--- config.mk ---
export PLATFORM = sky130hd
export DESIGN_NAME = mem_port_arbiter
export DESIGN_NICKNAME = d
export VERILOG_FILES = /design/src/rtl/mem_arb_pkg.sv /design/src/rtl/access_watchdog.sv /design/src/rtl/mem_port_arbiter.sv
export SDC_FILE = /design/constraint.sdc
export NUM_CORES = 1
export LEC_CHECK = 0
export CORE_MARGIN = 4
export CORE_UTILIZATION = 46
export CTS_CLUSTER_SIZE = 40
export DETAILED_ROUTE_END_ITERATION = 16
export MAX_ROUTING_LAYER = met4
export PLACE_DENSITY = 0.87
export SETUP_SLACK_MARGIN = 0.2
export SYNTH_ARGS = -nofsm -noshare
export SYNTH_HDL_FRONTEND = slang
export SYNTH_SLANG_ARGS = --single-unit
--- constraint.sdc ---
create_clock -name CLK -period 4.31 [get_ports CLK]
set_input_delay 0.862 -clock CLK [delete_from_list [all_inputs] [get_ports CLK]]
set_output_delay 0.862 -clock CLK [all_outputs]
set_load 0.01 [all_outputs]
--- src/rtl/mem_arb_pkg.sv ---
// Shared definitions for the main-memory port arbiter: FSM state encoding,
// requester identities and the grant helper.
package mem_arb_pkg;

   typedef enum logic [1:0] {
      ST_IDLE  = 2'd0,
      ST_D_ACC = 2'd1,
      ST_I_ACC = 2'd2
   } arb_state_t;

   localparam logic REQ_D = 1'b0;
   localparam logic REQ_I = 1'b1;

   // Maps a requester onto the access state that serves it.
   function automatic arb_state_t grant_state(input logic req_id);
      return (req_id == REQ_D) ? ST_D_ACC : ST_I_ACC;
   endfunction

endpackage

--- src/rtl/access_watchdog.sv ---
// Outstanding-access cycle counter; flags the cycle in which an access has been
// held for TIMEOUT cycles. TIMEOUT = 0 disables the flag.
module access_watchdog
   import mem_arb_pkg::*;
#(
   parameter int TIMEOUT = 255
) (
   input  logic CLK,
   input  logic RESET,
   input  logic clear,
   input  logic enable,
   output logic expired
);

   localparam int CW = (TIMEOUT < 2) ? 1 : $clog2(TIMEOUT);
   localparam logic [CW-1:0] LAST = CW'(TIMEOUT - 1);

   logic [CW-1:0] count;

   always_ff @(posedge CLK or negedge RESET) begin
      if (!RESET) begin
         count <= '0;
      end else if (clear) begin
         count <= '0;
      end else if (enable) begin
         count <= count + CW'(1);
      end
   end

   // The count in the current cycle is the number of cycles already spent,
   // so TIMEOUT-1 marks the last permitted cycle.
   assign expired = (TIMEOUT != 0) && enable && (count == LAST);

endmodule

--- src/rtl/mem_port_arbiter.sv ---
// Fixed-priority arbiter sharing one memory port between instruction fetch and
// data access, with registered memory strobes and an access watchdog.
module mem_port_arbiter
   import mem_arb_pkg::*;
#(
   parameter int DATA_W  = 32,
   parameter int ADDR_W  = 32,
   parameter int TIMEOUT = 255
) (
   input  logic              CLK,
   input  logic              RESET,
   input  logic              I_READ,
   input  logic [ADDR_W-1:0] I_ADDR,
   output logic [DATA_W-1:0] I_RDATA,
   output logic              I_BUSYWAIT,
   input  logic              D_READ,
   input  logic              D_WRITE,
   input  logic [ADDR_W-1:0] D_ADDR,
   input  logic [DATA_W-1:0] D_WDATA,
   input  logic [3:0]        D_BYTEEN,
   output logic [DATA_W-1:0] D_RDATA,
   output logic              D_BUSYWAIT,
   output logic              MEM_READ,
   output logic              MEM_WRITE,
   output logic [ADDR_W-1:0] MEM_ADDR,
   output logic [DATA_W-1:0] MEM_WDATA,
   output logic [3:0]        MEM_BYTEEN,
   input  logic [DATA_W-1:0] MEM_RDATA,
   input  logic              MEM_BUSYWAIT,
   output logic              PIPE_BUSYWAIT,
   output logic              ERR
);

   arb_state_t        state_q, state_d;
   logic              mem_read_q, mem_read_d;
   logic              mem_write_q, mem_write_d;
   logic [ADDR_W-1:0] mem_addr_q, mem_addr_d;
   logic [DATA_W-1:0] mem_wdata_q, mem_wdata_d;
   logic [3:0]        mem_byteen_q, mem_byteen_d;
   logic [DATA_W-1:0] i_rdata_q, i_rdata_d;
   logic [DATA_W-1:0] d_rdata_q, d_rdata_d;
   logic              i_ack_q, i_ack_d;
   logic              d_ack_q, d_ack_d;
   logic              err_q, err_d;
   logic              wd_clear;
   logic              wd_expired;

   access_watchdog #(
      .TIMEOUT(TIMEOUT)
   ) u_watchdog (
      .CLK    (CLK),
      .RESET  (RESET),
      .clear  (wd_clear),
      .enable (state_q != ST_IDLE),
      .expired(wd_expired)
   );

   always_ff @(posedge CLK or negedge RESET) begin
      if (!RESET) begin
         state_q      <= ST_IDLE;
         mem_read_q   <= 1'b0;
         mem_write_q  <= 1'b0;
         mem_addr_q   <= '0;
         mem_wdata_q  <= '0;
         mem_byteen_q <= '0;
         i_rdata_q    <= '0;
         d_rdata_q    <= '0;
         i_ack_q      <= 1'b0;
         d_ack_q      <= 1'b0;
         err_q        <= 1'b0;
      end else begin
         state_q      <= state_d;
         mem_read_q   <= mem_read_d;
         mem_write_q  <= mem_write_d;
         mem_addr_q   <= mem_addr_d;
         mem_wdata_q  <= mem_wdata_d;
         mem_byteen_q <= mem_byteen_d;
         i_rdata_q    <= i_rdata_d;
         d_rdata_q    <= d_rdata_d;
         i_ack_q      <= i_ack_d;
         d_ack_q      <= d_ack_d;
         err_q        <= err_d;
      end
   end

   // A side whose ack is high in this cycle is excluded from the grant, so a
   // request still held during its completion cycle is not serviced twice.
   always_comb begin
      state_d      = state_q;
      mem_read_d   = mem_read_q;
      mem_write_d  = mem_write_q;
      mem_addr_d   = mem_addr_q;
      mem_wdata_d  = mem_wdata_q;
      mem_byteen_d = mem_byteen_q;
      i_rdata_d    = i_rdata_q;
      d_rdata_d    = d_rdata_q;
      i_ack_d      = 1'b0;
      d_ack_d      = 1'b0;
      err_d        = err_q;
      wd_clear     = 1'b0;

      unique case (state_q)
         ST_IDLE: begin
            if ((D_READ || D_WRITE) && !d_ack_q) begin
               state_d      = grant_state(REQ_D);
               mem_write_d  = D_WRITE;
               mem_read_d   = D_READ && !D_WRITE;
               mem_addr_d   = D_ADDR;
               mem_wdata_d  = D_WDATA;
               mem_byteen_d = D_BYTEEN;
               wd_clear     = 1'b1;
               if (D_READ && D_WRITE) begin
                  err_d = 1'b1;
               end
            end else if (I_READ && !i_ack_q) begin
               state_d     = grant_state(REQ_I);
               mem_read_d  = 1'b1;
               mem_write_d = 1'b0;
               mem_addr_d  = I_ADDR;
               wd_clear    = 1'b1;
            end
         end

         ST_D_ACC, ST_I_ACC: begin
            if (!MEM_BUSYWAIT || wd_expired) begin
               state_d     = ST_IDLE;
               mem_read_d  = 1'b0;
               mem_write_d = 1'b0;
               if (state_q == ST_D_ACC) begin
                  d_ack_d = 1'b1;
                  if (MEM_BUSYWAIT) begin
                     d_rdata_d = '0;
                  end else if (mem_read_q) begin
                     d_rdata_d = MEM_RDATA;
                  end
               end else begin
                  i_ack_d   = 1'b1;
                  i_rdata_d = MEM_BUSYWAIT ? '0 : MEM_RDATA;
               end
               if (MEM_BUSYWAIT) begin
                  err_d = 1'b1;
               end
            end
         end

         default: begin
            state_d     = ST_IDLE;
            mem_read_d  = 1'b0;
            mem_write_d = 1'b0;
         end
      endcase
   end

   // Stalls are withheld while in reset so a frozen pipeline sees no stall.
   assign I_BUSYWAIT    = RESET && I_READ && !i_ack_q;
   assign D_BUSYWAIT    = RESET && (D_READ || D_WRITE) && !d_ack_q;
   assign PIPE_BUSYWAIT = I_BUSYWAIT || D_BUSYWAIT;

   assign MEM_READ   = mem_read_q;
   assign MEM_WRITE  = mem_write_q;
   assign MEM_ADDR   = mem_addr_q;
   assign MEM_WDATA  = mem_wdata_q;
   assign MEM_BYTEEN = mem_byteen_q;
   assign I_RDATA    = i_rdata_q;
   assign D_RDATA    = d_rdata_q;
   assign ERR        = err_q;

endmodule

==> flow_metrics.tcl <==
set metrics [dict create \
    outcome "finished, final reports clean" \
    crit_type "input port to output port" \
    die_x_um 125 \
    hold_viol_final 0 \
    setup_viol 0 \
    path_buf_inv 2 \
    fin_cells 1002 \
    seq_area_frac_synth_pct 58.8 \
    synth-edff-count 0 \
    grt_pass1_wl_um 29000 \
    netlist_instances 551 \
    r2r_cells 6 \
    die_y_um 125 \
    pin_count 276 \
    nets 956 \
    numCtsBuffers 17 \
    cts.sinks 147 \
    drtPass1Iterations 7 \
    cts_hold_buf 0 \
    row_count 42 \
    rsz0062_at_grt "false" \
    min_path_cells 2 \
    slew_headroom_pct 30.4 \
    tns_ps 0 \
    hp-start "MEM_ADDR[10]$_DFFE_PN0P_" \
    antenna_cells 0 \
    grt_antenna_before_repair 0 \
    synth_ff_type "dfrtp_1" \
    vias 5186 \
    drive_above_1_share_pct 9.69 \
    place_inst 971 \
    crit_start "D_WRITE" \
    cts-resized-gates 0 \
    critPathMaxStageDelay_ps 580 \
    ys_types 35 \
    critPathRequiredTime_ps 3450 \
    path_common_cell "clkdlybuf4s50_1" \
    wirelength_um 18000 \
    skew_ps 12.7 \
    fin_crit_sh_pct 74.1 \
    final_antenna_net_count 0 \
    worst_pin_slew_ps 1040 \
    core_area_um2 13300 \
    async_flop_share_pct 100 \
    slew_violations 0 \
    ir_drop_uv 356 \
    cp_top_family "buffers and inverters" \
    p_leak_nw 4.21 \
    start_util_pct 47.1 \
    ys_warn_count 0 \
    syn_area_um2 6260 \
    clk_latency_ps 420 \
    fmax_ghz 0.313 \
    hold_class "register to register" \
    die_area_um2 15500 \
    clock_tree.buffer_depth 2 \
    port_buffers 275 \
    max-cap-violations 0 \
    crit_fanout 7 \
    crit_chain "clkdlybuf4s50_1 > o21bai_4 > a21oi_1 > clkdlybuf4s50_1" \
    endpoint_kind "output port" \
    ys_ff_latch 147 \
    grt_max_degree 79 \
    power_density_nw_per_um2 692 \
    synth.avg_cell_area_um2 11.4 \
    slowest_stage "clkdlybuf4s50_1" \
    root_buffer "clkbuf_16" \
    finalWeightedCongestion 0.843 \
    avgViaCountPerCell 5.18 \
    critPathArrivalTime_ps 2330 \
    n_fill_cell 951 \
    r2r_start "state_q[0]$_DFFE_PN0P_" \
    grt_overflow 0 \
    tritoncts "yes" \
    wl_per_cell_um 17.9 \
    clk_pin_slew_worst_paths_ps 60 \
    post-dp-hpwl_um 12900 \
    cts_setup_buffers 0 \
    drt_iter0_markers 271 \
    area_growth_pct 54.6 \
    startpoint_type "input port" \
    grt_use_total_pct 23.9 \
    first_global_vias 5547 \
    period_minus_slack_ps 3190 \
    htreeDepth 4 \
    worstSetupPathDepth 4 \
    synth_nets 693 \
    drc 0 \
]
[power breakdown]
group	internal (mW)	total (mW)	switching (mW)
clock network	0.860	1.41	0.546
registers	1.95	2.27	0.321
logic	1.66	3.03	1.37
total	4.47	6.70	2.23
[per-stage QoR]
stage | setup slack (ps) | hold WS, ps | cell area (um^2) | power (mW) | util, %
floorplan | 1870 | 450 | 6260 | 3.78 | -
global placement | 1140 | 452 | 9120 | 5.20 | 68.6
detailed placement | 1120 | 469 | 9120 | 5.33 | 68.6
CTS | 1100 | 482 | 9680 | 6.76 | 72.8
global route | 1030 | 499 | 9680 | 7.10 | 72.8
finish | 1120 | 478 | 9680 | 6.70 | 72.8
[per-layer routing]
layer | part of all wire [%] | track usage (%) | up-vias
met4 | 1.5 | 6.96 | 0
met2 | 50 | 39.3 | 214
met3 | 7.8 | 8.58 | 16
met5 | 0 | - | -
li1 | - | - | 2440
met1 | 41 | 27.7 | 2516
[worst reg2reg max path: cells and delay by family (launching register included)]
| kind | cells | cell delay, ps |
|---|---|---|
| fa+ha+maj | 1 | 400 |
| buf+inv | 1 | 60 |
| compound gates | 2 | 630 |
| flops | 1 | 390 |
| simple gates | 2 | 710 |
[area by class of cell]
type                            instances  area [um^2]  share of cell area, %
Multi-Input combinational cell        359         2390                   24.7
Clock inverter                         10          110                   1.14
Inverter                                7         26.3                  0.271
Tap cell                              176          220                   2.27
Clock buffer                           21          450                   4.65
Sequential cell                       147         3680                   38.0
Timing Repair Buffer                  282         2810                   29.0
[sequential cells by signal, indices dropped and copies added, names as in the netlist]
signal and flops:
D_RDATA 32, ERR 1, I_RDATA 32, MEM_ADDR 32, MEM_BYTEEN 4, MEM_READ 1
MEM_WDATA 32, MEM_WRITE 1, d_ack_q 1, i_ack_q 1, state_q 2, u_watchdog.count 8
[cell families after synthesis]
group | Yosys count | share of synthesized area (%)
compound gates | 85 | 9.43
xor+xnor | 4 | 0.560
fa+ha+maj | 4 | 0.800
buf+inv | 45 | 3.42
flops | 147 | 58.8
mux | 68 | 11.6
simple gates | 198 | 15.4
[layout by cell type, fill, tap and decap left out, types with 2 or more instances in the layout]
cell             instances
a21oi_1                  2
clkinv_4                 2
clkbuf_1                 3
clkinv_2                 5
nand2_1                 76
a22o_1                  33
and3_1                   2
nand3_1                 69
o21ai_0                 40
dfrtp_1                147
nor2_1                   5
xor2_1                   3
ha_1                     3
a32o_1                   2
mux2i_1                 32
clkdlybuf4s50_1        274
bufinv_16                2
nor2b_1                  2
nand2b_1                34
buf_4                    7
clkbuf_16               17
mux2_2                  36
and2_1                   3
inv_1                    7
[final timing paths]
| path | end | slack [ps] |
|---|---|---|
| worst max-delay path | PIPE_BUSYWAIT | 1120 |
| worst min-delay path | MEM_ADDR[10]$_DFFE_PN0P_ | 480 |
| worst max register to register | I_RDATA[15]$_DFFE_PN0P_ | 2010 |
| worst min register to register | MEM_ADDR[10]$_DFFE_PN0P_ | 480 |
| max in group asynchronous | I_RDATA[3]$_DFFE_PN0P_ | 2140 |
| min in group asynchronous | MEM_ADDR[3]$_DFFE_PN0P_ | 680 |
[Yosys cell counts, types with 2 or more instances]
library cell  count  area, um^2
dfrtp_1         147        3680
nand2_1          76         285
nand3_1          69         345
o21ai_0          40         200
mux2_2           36         405
nand2b_1         34         213
a22o_1           33         289
mux2i_1          32         320
clkbuf_1         21        78.8
buf_2            12        60.1
inv_1             7        26.3
nor2_1            5        18.8
ha_1              4        50.1
and2_1            3        18.8
buf_6             3        33.8
nor2b_1           3        18.8
xor2_1            3        26.3
a21oi_1           2        10.0
a32o_1            2        20.0
and3_1            2        12.5
buf_4             2        15.0
o21bai_1          2        15.0
No activity file was read; power rests on OpenSTA's default activity.
